`src/rtl/bitty_wb_loader.sv`:
```
// bitty_wb_loader
//   Wishbone classic slave that streams instruction words from the management
//   SoC into the bitty core and captures the core's results for the host.
//
//   Register window (16 bytes at BASE_ADDR, decoded on wbs_adr_i[31:4]):
//     0x0 DATA   (W)  push wbs_dat_i[IW-1:0] into the instruction FIFO
//     0x4 STATUS (R)  {count[15:8], irq_en, res_overrun, result_valid,
//                      overflow, full, empty}
//     0x8 RESULT (R)  result register, zero-extended; clears result_valid
//     0xC CTRL   (RW) bit0 flush, bit1 clear sticky flags, bit2 irq_en
//
//   Ports:
//     wb_clk_i, wb_rst_ni          clock, synchronous active-low reset
//     wbs_cyc_i/stb_i/we_i/adr_i/dat_i/sel_i, wbs_ack_o/dat_o   Wishbone slave
//     instr_o, instr_valid_o, instr_ready_i    FIFO head to the core
//     res_i, res_valid_i                       result strobe from the core
//     irq_o                                    result_valid & irq_en, registered
module bitty_wb_loader #(
    parameter logic [31:0] BASE_ADDR = 32'h3000_0000,
    parameter int          DEPTH     = 8,
    parameter int          IW        = 16
) (
    input  logic          wb_clk_i,
    input  logic          wb_rst_ni,
    input  logic          wbs_cyc_i,
    input  logic          wbs_stb_i,
    input  logic          wbs_we_i,
    input  logic [31:0]   wbs_adr_i,
    input  logic [31:0]   wbs_dat_i,
    input  logic [3:0]    wbs_sel_i,
    output logic          wbs_ack_o,
    output logic [31:0]   wbs_dat_o,
    output logic [IW-1:0] instr_o,
    output logic          instr_valid_o,
    input  logic          instr_ready_i,
    input  logic [IW-1:0] res_i,
    input  logic          res_valid_i,
    output logic          irq_o
);

    localparam int          AW       = $clog2(DEPTH);
    localparam logic [AW:0] FULL_CNT = (AW + 1)'(DEPTH);

    logic          ack_q, ack_d;
    logic [31:0]   dat_q, dat_d;
    logic [AW-1:0] wptr_q, wptr_d, rptr_q, rptr_d;
    logic [AW:0]   cnt_q, cnt_d;
    logic          ovf_q, ovf_d;
    logic          rv_q, rv_d;
    logic          rovr_q, rovr_d;
    logic          irq_en_q, irq_en_d;
    logic          irq_q, irq_d;
    logic [IW-1:0] res_q, res_d;
    logic [IW-1:0] mem_q [DEPTH];

    logic          in_win, new_req, bus_wr, bus_rd;
    logic [1:0]    reg_sel;
    logic          empty, full, push_req, push, pop;
    logic          ctrl_wr, flush, clr_flags, res_rd;
    logic [31:0]   status;

    // Byte-lane selects and the low address/data bits carry no information here.
    logic unused_ok;
    assign unused_ok = &{1'b0, wbs_sel_i, wbs_adr_i[1:0], wbs_dat_i};

    assign in_win  = (wbs_adr_i[31:4] == BASE_ADDR[31:4]);
    // ack_q gates the request so each access takes effect exactly once.
    assign new_req = wbs_cyc_i & wbs_stb_i & in_win & ~ack_q;
    assign bus_wr  = new_req & wbs_we_i;
    assign bus_rd  = new_req & ~wbs_we_i;
    assign reg_sel = wbs_adr_i[3:2];

    assign empty     = (cnt_q == '0);
    assign full      = (cnt_q == FULL_CNT);
    assign push_req  = bus_wr & (reg_sel == 2'd0);
    // Fullness is judged on the pre-edge count, so a same-cycle pop does not
    // rescue a write to a full FIFO.
    assign push      = push_req & ~full;
    assign pop       = ~empty & instr_ready_i;
    assign ctrl_wr   = bus_wr & (reg_sel == 2'd3);
    assign flush     = ctrl_wr & wbs_dat_i[0];
    assign clr_flags = ctrl_wr & wbs_dat_i[1];
    assign res_rd    = bus_rd & (reg_sel == 2'd2);

    assign status = {16'b0, 8'(cnt_q), 2'b0, irq_en_q, rovr_q, rv_q, ovf_q, full, empty};

    always_comb begin
        ack_d    = new_req;
        dat_d    = '0;
        wptr_d   = wptr_q;
        rptr_d   = rptr_q;
        cnt_d    = cnt_q;
        ovf_d    = ovf_q;
        rv_d     = rv_q;
        rovr_d   = rovr_q;
        res_d    = res_q;
        irq_en_d = irq_en_q;
        irq_d    = rv_q & irq_en_q;

        if (bus_rd) begin
            case (reg_sel)
                2'd1:    dat_d = status;
                2'd2:    dat_d = 32'(res_q);
                2'd3:    dat_d = {29'b0, irq_en_q, 2'b0};
                default: dat_d = '0;
            endcase
        end

        if (flush) begin
            wptr_d = '0;
            rptr_d = '0;
            cnt_d  = '0;
        end else begin
            if (push) wptr_d = wptr_q + 1'b1;
            if (pop)  rptr_d = rptr_q + 1'b1;
            case ({push, pop})
                2'b10:   cnt_d = cnt_q + 1'b1;
                2'b01:   cnt_d = cnt_q - 1'b1;
                default: cnt_d = cnt_q;
            endcase
        end

        if (clr_flags) begin
            ovf_d  = 1'b0;
            rovr_d = 1'b0;
        end
        if (push_req & full) ovf_d = 1'b1;

        if (ctrl_wr) irq_en_d = wbs_dat_i[2];

        // A new result wins over a same-cycle RESULT read: the read returns
        // the old value and the fresh one stays pending, not an overrun.
        if (res_valid_i) begin
            res_d = res_i;
            rv_d  = 1'b1;
            if (rv_q & ~res_rd) rovr_d = 1'b1;
        end else if (res_rd) begin
            rv_d = 1'b0;
        end
    end

    always_ff @(posedge wb_clk_i) begin
        if (!wb_rst_ni) begin
            ack_q    <= 1'b0;
            dat_q    <= '0;
            wptr_q   <= '0;
            rptr_q   <= '0;
            cnt_q    <= '0;
            ovf_q    <= 1'b0;
            rv_q     <= 1'b0;
            rovr_q   <= 1'b0;
            res_q    <= '0;
            irq_en_q <= 1'b0;
            irq_q    <= 1'b0;
        end else begin
            ack_q    <= ack_d;
            dat_q    <= dat_d;
            wptr_q   <= wptr_d;
            rptr_q   <= rptr_d;
            cnt_q    <= cnt_d;
            ovf_q    <= ovf_d;
            rv_q     <= rv_d;
            rovr_q   <= rovr_d;
            res_q    <= res_d;
            irq_en_q <= irq_en_d;
            irq_q    <= irq_d;
        end
    end

    // Storage needs no reset; the count decides what is visible.
    always_ff @(posedge wb_clk_i) begin
        if (push) mem_q[wptr_q] <= wbs_dat_i[IW-1:0];
    end

    assign wbs_ack_o     = ack_q;
    assign wbs_dat_o     = dat_q;
    assign instr_valid_o = ~empty;
    assign instr_o       = empty ? '0 : mem_q[rptr_q];
    assign irq_o         = irq_q;

endmodule
```
`config.mk`:
```
export PLATFORM = sky130hd
export DESIGN_NAME = bitty_wb_loader
export DESIGN_NICKNAME = d
export VERILOG_FILES = /design/src/rtl/bitty_wb_loader.sv
export SDC_FILE = /design/constraint.sdc
export NUM_CORES = 1
export LEC_CHECK = 0
export BUFFER_PORTS_ARGS = -buffer_cell sky130_fd_sc_hd__buf_2
export CAP_MARGIN = 20
export CORE_MARGIN = 2
export CORE_UTILIZATION = 55
export CTS_BUF_LIST = sky130_fd_sc_hd__clkbuf_2
export CTS_CLUSTER_SIZE = 30
export DETAILED_ROUTE_END_ITERATION = 10
export GPL_ROUTABILITY_DRIVEN = 0
export GPL_TIMING_DRIVEN = 0
export PLACE_DENSITY = 0.79
export SYNTH_ARGS = -nofsm -noshare
export SYNTH_HDL_FRONTEND = slang
export SYNTH_SLANG_ARGS = --single-unit
export TNS_END_PERCENT = 10
```
`constraint.sdc`:
```
create_clock -name wb_clk_i -period 7.1 [get_ports wb_clk_i]
set_input_delay 0.71 -clock wb_clk_i [delete_from_list [all_inputs] [get_ports wb_clk_i]]
set_output_delay 0.71 -clock wb_clk_i [all_outputs]
set_load 0.01 [all_outputs]
```
==> impl_metrics.py <==
metrics = {
    "worst_setup_path": {
        "cp.arrival_ns": 2.83,
        "crit_path_max_incr_delay_ns": 0.74,
        "cp-end-kind": "primary output",
        "critical_path_class": "reg -> out",
        "crit_chain": "buf_1 -> clkbuf_1 -> mux2i_1 -> nor2_1 -> buf_2",
        "crit_end": "instr_o[13]",
        "rrSetupSlack_ns": 3.99,
        "cpMaxStageDelayCell": "clkbuf_1",
        "regToRegStartpoint": "wbs_ack_o",
        "cp.required_ns": 6.39,
        "timing.rr.end": "mem_q[1][4]",
        "critPathLaunchType": "flip-flop",
        "worstPathMaxFanout": 10,
        "reg2reg_depth": 6,
    },
    "clock_network": {
        "clockBufferDepth": 2,
        "cts_setup_buffers": 0,
        "htreeDepth": 4,
        "clock-root-buffer": "clkbuf_2",
        "cts_buffers": 17,
        "cts.sinks": 179,
        "cts_resized": 0,
        "worstSkewPairLatency_ns": 0.75,
        "clk_pin_slew_ns": 0.22,
        "cts_tree": "built",
        "cts-hold-fix-buffers": 0,
    },
    "sta": {
        "fin_worst_skew_ns": 0.0424,
        "max_freq_mhz": 282,
        "tightest_slew_ns": 1.02,
        "grt_setup_unrepaired": "false",
        "slew_headroom": 0.321,
        "fin_setup_tns_ns": 0,
        "setup_viol_count_final": 0,
        "period_share": 0.499,
        "whs_ns": 0.210,
        "finalCriticalPeriod_ns": 3.54,
        "slew_viol_final": 0,
        "final-hold-violation-count": 0,
    },
    "route": {
        "drt_pass1_iterations": 4,
        "first_iter_violations": 334,
        "remaining_drc_errors": 0,
        "avgRoutedWirePerCell_um": 19.1,
        "viasPerCell": 5.40,
        "vias": 4095,
        "routed_wl_um": 14500,
        "postRouteAntennaNets": 0,
    },
    "finish": {
        "antennaDiodeCount": 0,
        "area_growth_pct": 16.6,
        "fin_nets": 669,
        "utilization": 0.655,
        "drive_above_1_share": 0.369,
    },
    "pwr": {
        "cellLeakagePower_nw": 3.06,
        "ir_drop_uv": 164,
        "power_mw": 1.75,
        "powerDensity_nw_per_um2": 212,
    },
    "synth": {
        "yosysMostFrequentCell": "edfxtp_1",
        "ys_types": 47,
        "async_flop_share": 0,
        "netlist_area_um2": 7090,
        "synth_commonest_cells": "128 x edfxtp_1, 54 x nor2_1, 51 x dfxtp_1",
        "synth-seq-cells": 179,
        "synth_edf_count": 128,
        "avgSynthCellArea_um2": 16.5,
        "yosysTopAreaCellShare": 0.542,
        "synthCells": 429,
        "synth_ff_type": "edfxtp_1",
        "synth_top_area_cell": "edfxtp_1",
        "synth_area_leaders": "edfxtp_1 54%, dfxtp_1 14%, mux4_2 10%, mux2i_1 5.1%, nor2_1 2.9%",
        "synth_warnings": 0,
        "ys_seq_area_frac": 0.686,
    },
    "min_path": {
        "hold_path.class": "in -> reg",
    },
    "outcome": {
        "status": "finished, final reports clean",
    },
    "floorplan": {
        "die_w_um": 118,
        "rows": 41,
        "die_h_um": 118,
        "core_um2": 12600,
        "start_util": 0.562,
        "io_pins": 142,
        "die-area_um2": 13800,
    },
    "global_route": {
        "antenna_found_initial": 1,
        "grt_overflow": 0,
        "grt_pass1_vias": 4279,
        "track_usage": 0.221,
        "grt_start_max_net_pins": 17,
        "grt_pass1_wl_um": 23000,
    },
    "place": {
        "hpwl_um": 9690,
        "io_buffers": 102,
    },
    "run": {
        "maxCapViolCount": 0,
    },
}
## placed cells by master, fill, tap and decap left out, types with 4 or more instances in the layout
cell / netlist / routed
edfxtp_1: 128 / 128
buf_2: 8 / 110
nor2_1: 54 / 53
dfxtp_1: 51 / 51
mux2i_1: 36 / 36
mux4_2: 32 / 32
buf_4: 16 / 18
clkbuf_2: 0 / 17
conb_1: 1 / 16
a22oi_1: 10 / 10
clkbuf_1: 9 / 9
and3_1: 7 / 7
ha_1: 5 / 5
xor2_1: 4 / 4
buf_1: 4 / 4
nor4_2: 3 / 4
nand2_1: 4 / 4
xnor2_1: 4 / 4
a21oi_1: 4 / 4
bufinv_16: 0 / 4
buf_6: 0 / 4
## routing by layer
metal	global-route usage	up-vias	share of wire
met3	0.0625	15	0.058
met1	0.279	2033	0.41
met2	0.375	142	0.52
met4	0.0640	2	0.011
li1	-	1903	-
met5	0	-	0.0012
## state kept, by name, indices dropped and copies added (netlist names), 3 cells and up, named ones only
name,cells
mem_q,128
res_q,16
wbs_dat_o,16
cnt_q,4
rptr_q,3
wptr_q,3
## power by group
group          total, mW  leakage, nW  switching [mW]  internal, mW
Sequential          1.13         1.56         0.00354          1.12
Clock              0.563        0.157           0.334         0.229
Combinational     0.0641         1.34          0.0349        0.0293
## worst max-delay path, delay by kind of cell, from the launching register on
family / cells / cell delay (ns)
buffers and inverters: 3 / 1.39
DFF: 1 / 0.36
muxes: 1 / 0.31
and+or+nand+nor: 1 / 0.05
## logic make-up (layout without fill, tap and decap cells)
kind of cell,after synthesis,count (layout),share of synthesized area
simple gates,106,106,0.0903
buf+inv,41,183,0.0316
mux,69,69,0.154
other cells,1,16,0.000529
xor+xnor,8,8,0.00988
compound gates,20,20,0.0192
flops,179,179,0.686
fa+ha+maj,5,5,0.00882
## area by class of cell
type | instances | area [um2]
buffer | 37 | 209
clock buffer | 17 | 85.1
clock inverter | 15 | 188
fill | 937 | 4350
inverter | 4 | 15.0
multi-input combinational | 224 | 2090
sequential | 179 | 4860
tap | 172 | 215
timing repair buffer | 110 | 601
## stage by stage
stage	setup slack (ns)	instance area [um2]	std cells
after global placement	1.49	7880	718
after global routing	3.37	8270	758
after floorplan	3.29	7150	444
after detailed placement	3.40	8000	726
after CTS	3.52	8270	758
final	3.56	8270	758
## worst min path at each step
stage | startpoint | end | slack, ns | cells past startpoint
5_1_grt | wbs_dat_i[5] | mem_q[3][5] | 0.13 | 1
3_3_place_gp | ovf_q | ovf_q | 0.46 | 2
2_1_floorplan | ovf_q | ovf_q | 0.44 | 2
6_report | res_i[15] | res_q[15] | 0.21 | 3
3_5_place_dp | res_q[7] | wbs_dat_o[7] | 0.48 | 1
4_1_cts | res_i[15] | res_q[15] | 0.14 | 3
No activity file was read; power rests on OpenSTA's default activity.
